<file path="config.mk">
export PLATFORM = sky130hd
export DESIGN_NAME = jk_reg_bank
export DESIGN_NICKNAME = d
export VERILOG_FILES = /design/src/rtl/jk_pkg.sv /design/src/rtl/jk_cell.sv /design/src/rtl/jk_reg_bank.sv
export SDC_FILE = /design/constraint.sdc
export NUM_CORES = 1
export LEC_CHECK = 0
export ABC_AREA = 1
export ABC_CLOCK_PERIOD_IN_PS = 1900
export CAP_MARGIN = 20
export CELL_PAD_IN_SITES_DETAIL_PLACEMENT = 1
export CELL_PAD_IN_SITES_GLOBAL_PLACEMENT = 1
export CORE_AREA = 5 5 87 89
export CTS_CLUSTER_SIZE = 14
export DETAILED_ROUTE_END_ITERATION = 10
export DIE_AREA = 0 0 92 94
export PLACE_DENSITY_LB_ADDON = 0.1
export SYNTH_ARGS = -nofsm -noshare
export SYNTH_HDL_FRONTEND = slang
export SYNTH_SLANG_ARGS = --single-unit
</file>
<file path="constraint.sdc">
create_clock -name clk -period 1.9 [get_ports clk]
set_input_delay 0.19 -clock clk [delete_from_list [all_inputs] [get_ports clk]]
set_output_delay 0.19 -clock clk [all_outputs]
set_load 0.02 [all_outputs]
</file>
<file path="src/rtl/jk_pkg.sv">
// rtl/jk_pkg.sv - JK operation encoding and next-state helper shared by the bank.
package jk_pkg;

  typedef enum logic [1:0] {
    JK_HOLD = 2'b00,
    JK_CLR  = 2'b01,
    JK_SET  = 2'b10,
    JK_TGL  = 2'b11
  } jk_op_e;

  function automatic logic jk_next(input logic q, input logic j, input logic k);
    jk_op_e op;
    op = jk_op_e'({j, k});
    case (op)
      JK_HOLD: return q;
      JK_CLR:  return 1'b0;
      JK_SET:  return 1'b1;
      JK_TGL:  return ~q;
      default: return q;
    endcase
  endfunction

endpackage

</file>
<file path="src/rtl/jk_cell.sv">
// rtl/jk_cell.sv - one JK bit with parallel load, enable and async active-low reset.
module jk_cell
  import jk_pkg::*;
#(
  parameter logic RST_VAL = 1'b0
) (
  input  logic clk,
  input  logic rst,
  input  logic en,
  input  logic load,
  input  logic d,
  input  logic j,
  input  logic k,
  output logic q,
  output logic q_next
);

  logic q_q;
  logic q_d;

  // load outranks the JK rule; with neither active the bit holds
  always_comb begin
    q_d = q_q;
    if (load) begin
      q_d = d;
    end else if (en) begin
      q_d = jk_next(q_q, j, k);
    end
  end

  always_ff @(posedge clk or negedge rst) begin
    if (!rst) begin
      q_q <= RST_VAL;
    end else begin
      q_q <= q_d;
    end
  end

  assign q      = q_q;
  assign q_next = q_d;

endmodule

</file>
<file path="src/rtl/jk_reg_bank.sv">
// rtl/jk_reg_bank.sv - bank of JK flag bits with per-bit change flags and a saturating change counter.
module jk_reg_bank
  import jk_pkg::*;
#(
  parameter int               WIDTH   = 8,
  parameter int               CNT_W   = 16,
  parameter logic [WIDTH-1:0] RST_VAL = '0
) (
  input  logic             clk,
  input  logic             rst,
  input  logic             en,
  input  logic             load,
  input  logic [WIDTH-1:0] d,
  input  logic [WIDTH-1:0] j,
  input  logic [WIDTH-1:0] k,
  input  logic             cnt_clr,
  output logic [WIDTH-1:0] q,
  output logic [WIDTH-1:0] qb,
  output logic [WIDTH-1:0] changed,
  output logic [CNT_W-1:0] chg_cnt
);

  localparam logic [CNT_W-1:0] CNT_MAX = '1;
  localparam logic [CNT_W-1:0] CNT_ONE = {{(CNT_W-1){1'b0}}, 1'b1};

  logic [WIDTH-1:0] bits_q;
  logic [WIDTH-1:0] bits_next;
  logic [WIDTH-1:0] changed_q;
  logic [WIDTH-1:0] changed_d;
  logic [CNT_W-1:0] cnt_q;
  logic [CNT_W-1:0] cnt_d;

  for (genvar i = 0; i < WIDTH; i++) begin : g_cell
    jk_cell #(
      .RST_VAL(RST_VAL[i])
    ) u_cell (
      .clk   (clk),
      .rst   (rst),
      .en    (en),
      .load  (load),
      .d     (d[i]),
      .j     (j[i]),
      .k     (k[i]),
      .q     (bits_q[i]),
      .q_next(bits_next[i])
    );
  end

  // clear wins over a same-edge increment; the counter sticks at its maximum
  always_comb begin
    changed_d = bits_next ^ bits_q;
    cnt_d     = cnt_q;
    if (cnt_clr) begin
      cnt_d = '0;
    end else if (|changed_d && (cnt_q != CNT_MAX)) begin
      cnt_d = cnt_q + CNT_ONE;
    end
  end

  always_ff @(posedge clk or negedge rst) begin
    if (!rst) begin
      changed_q <= '0;
      cnt_q     <= '0;
    end else begin
      changed_q <= changed_d;
      cnt_q     <= cnt_d;
    end
  end

  assign q       = bits_q;
  assign qb      = ~bits_q;
  assign changed = changed_q;
  assign chg_cnt = cnt_q;

endmodule

</file>
==> results.md <==
- Outcome: completed
- Min-Delay Path Class: input port to asynchronous set/reset pin
- Initial DRC count: 66
- Number of fill cells: 819
- DP Cell Count: 433
- Critical path's largest stage delay: 0.52 ns
- DRC: 0
- P&R area growth vs syn: 44.7%
- Area of the multi-input gates: 1130 sq um
- Critical Path Fanout Max: 17
- Worst path bufs/invs: 2
- Synth top area share: 36.4%
- Full die area: 8650 sq um
- Synthesis Warnings: 0
- Initial antenna violation count: 0
- Final RePlAce weighted congestion: 0.804
- Largest buffer count on any clock path: 2
- Nets: 390
- H-tree Lvls: 2
- CP Class: input port to flop
- Post-Layout Cell Count: 441
- Final ANT Viol Nets: 0
- Multiplexer share of the synthesized area: 0%
- Vias in the first global route: 2261
- Unrepaired setup endpoints after global routing: no
- Critical Path RT: 2.08 ns
- GR Util All Layers: 15.3%
- CP Cell Sequence: clkdlybuf4s50_1 -> inv_4 -> or2_2 -> nand3_1 -> nand2_1 -> nand2_2 -> nor2_4 -> nand2_8 -> nand2_8 -> nand3_1 -> nand2_1
- Hold Vio Cnt, Final: 0
- Max-cap violations: 0
- Final Slew Violations: 0
- XOR/XNOR Fraction of Synth Area: 4.78%
- Root buffer cell: clkbuf_8
- Reg2Reg Setup Slack: 0.24 ns
- Routed WL per cell: 14.2 um
- Top_reg_cell synth: dfrtp_1
- Dpl hpwl: 4850 um
- FF+latch area: 801 sq um
- Tmin final: 1.69 ns
- Drt pass-1 iters: 4
- Total power: 2.04 mW
- Die Wd: 92 um
- Share of cells above drive strength 1: 18.8%
- Slew @ Worst Pin: 0.452 ns
- Setup-failing EPs final: 0
- Power per cell area: 641 nW/um^2
- Post-synthesis cell count: 278
- Synth area leader: dfrtp_1
- ANT cells: 0
- Async S/R FF share, synth: 100%
- Post-synthesis adder-cell area fraction: 0.569%
- Die H: 94 um
- Mean post-synth cell area: 7.92 sq um
- Most frequent cell after synthesis: nand2_1
- Reg-to-reg critical path startpoint: g_cell[2].u_cell.q
- VDD IR max: 248 uV
- Post-synth top cells: nand2_1, inv_1, dfrtp_1
- Reg clk slew, reported paths: 0.07 ns
- Crit path DAT: 1.88 ns
- Slew headroom: 69.9%
- I/O Buffers: 68
- Largest family of logic cells by synthesized area: simple AND/OR/NAND/NOR gates
- First-pass GRT wire length: 10600 um
- Setup Skew: 0.00370 ns
- Via count: 2110
- Row cnt: 30
- Io pins: 69
- CTS buffer count: 5
- TritonCTS clock tree: yes
- Core Area: 6680 sq um
- Crit path max-delay family: simple AND/OR/NAND/NOR gates
- Post-DR vias/cell: 4.78
- CP max-delay cell: clkdlybuf4s50_1
- Pin count of the biggest net entering global routing: 33
- FF-to-FF path depth: 11
- Post-Synthesis Cell Area: 2200 sq um
- CP Capture Type: flop
- Register bit total from synthesis: 32
- Seq/Total Area, Yosys: 36.4%
- Period Utilization, post-route: 89.2%
- Post-synth EDFFs: 0
- Startpoint Class: input port
- Reg-to-Reg End: chg_cnt[6]
- Initial Utilization: 32.9%
- Top post-synthesis cells by area: dfrtp_1, nand2_1, nand3_2
- CTS Sinks: 32
- Clk Latency, worst-skew pair: 0.29 ns
- Total grt overflow: 0
- Synth Area in Simple Gates: 43.6%
- Compound-Gate Fraction of Synth Area: 2.27%
- Fin Setup TNS: 0 ns
- Leak pwr: 1.57 nW
- Synth cell types: 26
- Final wirelength: 6240 um
- Fmax: 590 MHz
- Syn nets: 308
[metrics by stage]
| step | cell area (sq um) | worst slack (ns) | hold slack [ns] | utilization, % |
|---|---|---|---|---|
| floorplan | 2200 | 0.0866 | -0.106 | - |
| global placement | 3050 | -0.150 | 0.579 | 45.7 |
| detailed placement | 3050 | -0.192 | 0.593 | 45.7 |
| CTS | 3180 | 0.109 | 0.326 | 47.6 |
| global route | 3180 | 0.00274 | 0.348 | 47.7 |
| finish | 3180 | 0.205 | 0.311 | 47.7 |
[flip-flops by register name, summed over array words and instances, names as in the netlist]
name	cells
chg_cnt	16
changed	8
g_cell.u_cell.q	8
[repair_timing]
| action | CTS | global route |
|---|---|---|
| buffers inserted | 0 | 0 |
| setup endpoints to repair | 0 | 16 |
| hold buffers | 0 | 0 |
| resized for setup | 0 | 3 |
[metal layers]
layer  GRT usage (%)  vias to the layer above  routed length (um)
met5               0                        -                   0
met4            4.46                        0                  63
li1                -                     1046                   -
met3            4.81                        6                 391
met2            27.7                       45                3250
met1            17.2                     1013                2540
[layout by cell type, fill, tap and decap left out, drive strengths merged]
cell and n:
inv 35, or2 7, buf 25, xnor2 1
bufinv 1, nor2 17, xor2 11, clkdlybuf4s50 67
a21oi 1, nand4 17, clkbuf 7, o211ai 6
dlymetal6s2s 1, and2 6, dfrtp 32, nand3 48
nand2 78, ha 1
[cell type report]
type,instances,share of cell area (%)
flip-flops and latches,32,25.1
clock inverters,1,0.943
well taps,80,3.14
repair buffers,93,28.1
clock buffers,7,3.03
inverters,35,4.20
multi-input cells,193,35.4
[logic make-up after synthesis]
kind of cell / Yosys count
buffers and inverters: 53
AOI/OAI and AO/OA: 7
adders and majority gates: 1
and+or+nand+nor: 173
DFF: 32
xor gates and xnor gates: 12
[power breakdown]
part / switching, mW / total [mW] / internal, mW / leakage (nW)
clock: 0.272 / 0.735 / 0.463 / 0.0645
sequential: 0.0313 / 0.761 / 0.729 / 0.405
combinational: 0.285 / 0.545 / 0.260 / 1.10
[worst max path at each step]
| stage | from | end | slack (ns) | depth (start not counted) |
|---|---|---|---|---|
| after floorplan | chg_cnt[0] | chg_cnt[7] | 0.09 | 9 |
| after global placement | en | chg_cnt[5] | -0.15 | 12 |
| after detailed placement | en | chg_cnt[6] | -0.19 | 12 |
| after CTS | en | chg_cnt[6] | 0.11 | 12 |
| after global routing | g_cell[2].u_cell.q | chg_cnt[7] | 0.003 | 11 |
| final | load | chg_cnt[6] | 0.21 | 11 |
Note: power is estimated with default switching activity, not from simulation.
